File: config.mk
export PLATFORM = sky130hd
export DESIGN_NAME = line_buf_ctrl
export DESIGN_NICKNAME = d
export VERILOG_FILES = /design/src/rtl/conv_pkg.sv /design/src/rtl/conv_cnt.sv /design/src/rtl/line_buf_ctrl.sv
export SDC_FILE = /design/constraint.sdc
export NUM_CORES = 1
export LEC_CHECK = 0
export ABC_CLOCK_PERIOD_IN_PS = 2370
export BUFFER_PORTS_ARGS = -buffer_cell sky130_fd_sc_hd__buf_2
export CORE_MARGIN = 2
export CORE_UTILIZATION = 58
export CTS_BUF_LIST = sky130_fd_sc_hd__clkbuf_2 sky130_fd_sc_hd__clkbuf_4 sky130_fd_sc_hd__clkbuf_8
export DETAILED_ROUTE_END_ITERATION = 7
export GPL_TIMING_DRIVEN = 0
export PLACE_DENSITY = 0.81
export RECOVER_POWER = 50
export SLEW_MARGIN = 0
export SYNTH_ARGS = -nofsm -noshare
export SYNTH_HDL_FRONTEND = slang
export SYNTH_SLANG_ARGS = --single-unit
File: constraint.sdc
create_clock -name clk -period 2.37 [get_ports clk]
set_input_delay 0.3555 -clock clk [delete_from_list [all_inputs] [get_ports clk]]
set_output_delay 0.3555 -clock clk [all_outputs]
set_load 0.005 [all_outputs]
File: src/rtl/conv_pkg.sv
// Shared types and default geometry for the line-buffer controller.
// The default geometry is one 4-pixel FIFO row and 3 rows per frame.
package conv_pkg;

    localparam int DEF_IMG_W     = 4;
    localparam int DEF_IMG_H     = 3;
    localparam int DEF_ADD_WIDTH = 2;

    typedef enum logic [2:0] {
        ST_IDLE   = 3'd0,
        ST_CLEAR  = 3'd1,
        ST_FILL   = 3'd2,
        ST_STREAM = 3'd3,
        ST_DRAIN  = 3'd4,
        ST_DONE   = 3'd5
    } state_e;

endpackage

File: src/rtl/conv_cnt.sv
// Mod-N counter with enable, synchronous clear and wrap flag.
// wrap_o fires on the enabled cycle that takes the count from N-1 back to 0.
module conv_cnt #(
    parameter int N = 4,
    parameter int W = 8
) (
    input  logic         clk,
    input  logic         rst_n,
    input  logic         clr_i,
    input  logic         en_i,
    output logic [W-1:0] cnt_o,
    output logic         wrap_o
);

    logic [W-1:0] cnt_q;
    logic [W-1:0] cnt_d;
    logic         at_max;

    assign at_max = (cnt_q == W'(N - 1));
    assign wrap_o = en_i & at_max;
    assign cnt_o  = cnt_q;

    // next count: clear wins over enable, wrap at N-1
    always_comb begin
        cnt_d = cnt_q;
        if (clr_i) begin
            cnt_d = '0;
        end else if (en_i) begin
            cnt_d = at_max ? '0 : cnt_q + 1'b1;
        end
    end

    // count register with synchronous reset
    always_ff @(posedge clk) begin
        if (!rst_n) begin
            cnt_q <= '0;
        end else begin
            cnt_q <= cnt_d;
        end
    end

endmodule

File: src/rtl/line_buf_ctrl.sv
// Controller that turns an external FIFO into a one-row delay line.
// Frame: clear pointers, fill one row, stream write+read, drain last row.
module line_buf_ctrl
    import conv_pkg::*;
#(
    parameter int IMG_W     = DEF_IMG_W,
    parameter int IMG_H     = DEF_IMG_H,
    parameter int ADD_WIDTH = DEF_ADD_WIDTH,
    parameter int CNT_W     = 8
) (
    input  logic clk,
    input  logic rst_n,
    input  logic start,
    input  logic in_valid,
    output logic in_ready,
    output logic wr_en,
    output logic wr_inc,
    output logic wr_clr,
    output logic rd_en,
    output logic rd_inc,
    output logic rd_clr,
    output logic win_valid,
    output logic row_last,
    output logic busy,
    output logic done
);

    // the drain empties the whole FIFO, whose depth is the pointer range
    localparam int DEPTH = 1 << ADD_WIDTH;

    state_e           state_q;
    state_e           state_d;
    logic [CNT_W-1:0] col_cnt;
    logic [CNT_W-1:0] row_cnt;
    logic             col_en;
    logic             col_wrap;
    logic             row_en;
    logic             row_wrap;
    logic             clr;
    logic             win_valid_q;

    // state register
    always_ff @(posedge clk) begin
        if (!rst_n) begin
            state_q <= ST_IDLE;
        end else begin
            state_q <= state_d;
        end
    end

    // next-state decode; start only matters while idle
    always_comb begin
        state_d = state_q;
        unique case (state_q)
            ST_IDLE:   if (start) state_d = ST_CLEAR;
            ST_CLEAR:  state_d = ST_FILL;
            ST_FILL:   if (col_wrap && row_cnt == '0) state_d = ST_STREAM;
            ST_STREAM: if (row_wrap) state_d = ST_DRAIN;
            ST_DRAIN:  if (col_cnt == CNT_W'(DEPTH - 1)) state_d = ST_DONE;
            ST_DONE:   state_d = ST_IDLE;
            default:   state_d = ST_IDLE;
        endcase
    end

    // output decode; a missing in_valid stalls with every enable low
    always_comb begin
        in_ready = 1'b0;
        wr_en    = 1'b0;
        rd_en    = 1'b0;
        clr      = 1'b0;
        done     = 1'b0;
        busy     = (state_q != ST_IDLE);
        unique case (state_q)
            ST_CLEAR: clr = 1'b1;
            ST_FILL: begin
                in_ready = 1'b1;
                wr_en    = in_valid;
            end
            ST_STREAM: begin
                in_ready = 1'b1;
                wr_en    = in_valid;
                rd_en    = in_valid;
            end
            ST_DRAIN: rd_en = 1'b1;
            ST_DONE:  done  = 1'b1;
            default: ;
        endcase
    end

    assign wr_inc   = wr_en;
    assign rd_inc   = rd_en;
    assign wr_clr   = clr;
    assign rd_clr   = clr;
    assign row_last = wr_en && (col_cnt == CNT_W'(IMG_W - 1));

    // columns also pace the drain; rows only advance on accepted pixels
    assign col_en = wr_en | (state_q == ST_DRAIN);
    assign row_en = col_wrap & in_ready;

    conv_cnt #(
        .N (IMG_W),
        .W (CNT_W)
    ) u_col_cnt (
        .clk    (clk),
        .rst_n  (rst_n),
        .clr_i  (clr),
        .en_i   (col_en),
        .cnt_o  (col_cnt),
        .wrap_o (col_wrap)
    );

    conv_cnt #(
        .N (IMG_H),
        .W (CNT_W)
    ) u_row_cnt (
        .clk    (clk),
        .rst_n  (rst_n),
        .clr_i  (clr),
        .en_i   (row_en),
        .cnt_o  (row_cnt),
        .wrap_o (row_wrap)
    );

    // win_valid tracks the FIFO's registered read, one cycle behind rd_en
    always_ff @(posedge clk) begin
        if (!rst_n) begin
            win_valid_q <= 1'b0;
        end else begin
            win_valid_q <= rd_en;
        end
    end

    assign win_valid = win_valid_q;

endmodule

==> impl_results.md <==
* Yosys reg bits at 20
* Worst reg2reg setup slack at 0.43 ns
* Fmax at 460 MHz
* Max Slew Vio Count at 0
* Postcts setup bufs at 0
* Gate Count Post-Synth at 122
* Total number of vias at 888
* Vias in the first global route at 854
* Fin util at 69.2%
* Final wirelength at 2060 µm
* Arrival time worst endpoint at 1.82 ns
* DRC at 0
* Total Nets Final at 149
* Initial core utilization at 62.0%
* Register area at 400 µm²
* Final Hold Violating Endpoints at 0
* Fillers at 144
* R2R Path Start: u_col_cnt.cnt_o[0]
* Average cell area after synthesis at 8.77 µm²
* Max_cap viols at 0
* Leakage power at 0.524 nW
* Worst hold path type: primary input to register
* Endpoint, Worst Hold: state_q[0]
* Worst setup SP type: register
* Die area at 2200 µm²
* Syn_nets at 130
* Mapped Area at 1070 µm²
* PnR worst setup slack at 0.195 ns
* Status: finished clean
* I/O Buffers at 14
* Worst Skew at 0.0115 ns
* Clock-pin slew on the worst setup and hold paths at 0.12 ns
* Cts bufs inserted at 3
* Worst Path Required at 2.01 ns
* P&R area growth vs syn at 11.7%
* IO Pins at 15
* EDFF count, synth at 0
* # clock sinks at 20
* Routed Antenna Nets at 0
* Core Region at 1730 µm²
* Worst Tran Pin Value at 0.306 ns
* Share of layout cells above drive strength 1 at 22.9%
* RSZ-0062 raised after global routing: false
* Setup_tns at 0 ns
* Die Y at 46.9 µm
* DP HPWL at 1540 µm
* Clock root cell: clkbuf_4
* Synth Warn # at 0
* Hold Crit Depth at 3
* First-pass GRT wire length at 3440 µm
* PwrDens at 813 nW/µm²
* Place WS at 0.314 ns
* TritonRoute pass-1 iters at 4
* Hold_sp: rst_n
* Largest net degree at the start of global routing at 12
* Total GRT Usage at 22.0%
* Tcrit/Tclk final at 91.8%
* Maximum fanout along the worst path at 10
* Synth async-reset ratio at 0%
* DR vias/cell at 5.38
* Avg WL per Cell at 12.5 µm
* GRT overflow at 0
* Clock Path Buffers at 2
* Distinct cells, synth at 35
* Crit Path Class: register to output pin
* Fin crit period at 2.17 ns
* Num rows at 15
* Slew Limit Headroom at 79.5%
* Peak supply drop at 681 µV
* # diodes at 0
* GPL Wtd Cong at 0.841
* CTS tree: done
* Area occupied by multi-input gates at 596 µm²
* Die Wd at 46.9 µm
* Clk Latency, worst-skew pair at 0.31 ns
* Initial antenna violation count at 0
* Worst-case reg-to-reg path depth at 7
* DRT iter0 DRCs at 12
* Endpoints failing setup at 0
* Main synth FF type: dfxtp_1
* Seq/Total Area, Yosys at 37.4%
* Reg2reg end: u_row_cnt.cnt_o[2]
* CTS H-tree lvls at 1
* Crit. End Element: output pin
layout make-up:
cell class                      count  area share [%]
Sequential cell                    20            33.5
Tap cell                           25            2.62
Clock buffer                        4            3.04
Timing Repair Buffer               14            5.55
Buffer                              6            3.87
Inverter                            5            1.57
Multi-Input combinational cell     91            49.8
placed cells by master (no fill, tap or decap), types with 2 or more instances in the layout:
master,instances
a21oi_1,3
and3_1,4
and3_2,2
buf_2,12
buf_4,3
clkbuf_1,3
clkbuf_4,4
dfxtp_1,20
ha_1,4
inv_1,5
nand2_1,12
nand3_1,6
nand4_1,7
nor2_1,17
nor3_1,2
xnor2_1,5
xor2_1,9
state kept, by name (all words and copies together), names as in the netlist:
signal           cells
state_q              3
u_col_cnt.cnt_o      8
u_row_cnt.cnt_o      8
win_valid            1
cell usage after synthesis, types with 2 or more instances:
cell type	count	area share [%]
nand4_1	7	4.1
nor3_1	2	0.94
xnor2_1	5	4.1
nor4b_1	2	1.6
ha_1	4	4.7
xor2_1	9	7.4
buf_4	4	2.8
and3_1	4	2.3
nand2_1	12	4.2
a21oi_1	3	1.4
dfxtp_1	20	37
nand3_1	6	2.8
nor2_1	17	6.0
and3_2	2	1.4
inv_1	5	1.8
per-stage QoR:
step,total power [mW],instance area [µm²],std cells,hold WS [ns]
final,0.972,1190,165,0.299
after global routing,1.04,1190,165,0.316
after CTS,0.994,1210,165,0.302
after detailed placement,0.798,1170,161,0.486
after global placement,0.786,1170,161,0.474
after floorplan,0.684,1070,122,0.461
cell families (layout without fill, tap and decap cells):
family / count (synthesis) / count (layout) / share of synthesized area, %
flip-flops: 20 / 20 / 37.4
XOR/XNOR: 14 / 14 / 11.5
adder cells (fa/ha/maj): 4 / 4 / 4.68
multiplexers: 1 / 1 / 0.936
buffers and inverters: 11 / 29 / 6.08
AND/OR/NAND/NOR: 65 / 65 / 35.1
AO/OA/AOI/OAI: 7 / 7 / 4.33
where the power goes:
part / internal (mW) / switching (mW) / total (mW)
Clock: 0.0938 / 0.108 / 0.202
Sequential: 0.369 / 0.0239 / 0.393
Combinational: 0.173 / 0.204 / 0.377
Total: 0.636 / 0.336 / 0.972
worst max-delay path by stage:
stage | start | end | depth (start not counted)
6_report | u_col_cnt.cnt_o[0] | row_last | 5
3_5_place_dp | u_col_cnt.cnt_o[0] | u_row_cnt.cnt_o[2] | 7
3_3_place_gp | u_col_cnt.cnt_o[0] | u_row_cnt.cnt_o[0] | 7
4_1_cts | u_col_cnt.cnt_o[0] | row_last | 5
2_1_floorplan | u_col_cnt.cnt_o[0] | u_row_cnt.cnt_o[0] | 7
5_1_grt | u_col_cnt.cnt_o[0] | row_last | 5
metal layers:
metal	wire, µm	GRT usage [%]	vias to the layer above	part of all wire [%]
li1	-	-	450	-
met1	935	25.4	408	45
met4	75	14.4	0	3.6
met2	980	37.3	21	48
met5	0	0	-	0
met3	63	3.85	9	3.1
timing repair:
action	in CTS	in global routing
resized for setup	0	1
hold buffers	0	0
endpoints found under the setup margin	0	1
worst max-delay path, stage by stage (launching register included):
cell and delay, ns:
dfxtp_1 0.41, ha_1 0.25, nor4b_2 0.30, and3_2 0.26, buf_4 0.17, buf_2 0.13
(Power assumes the default switching activity.)
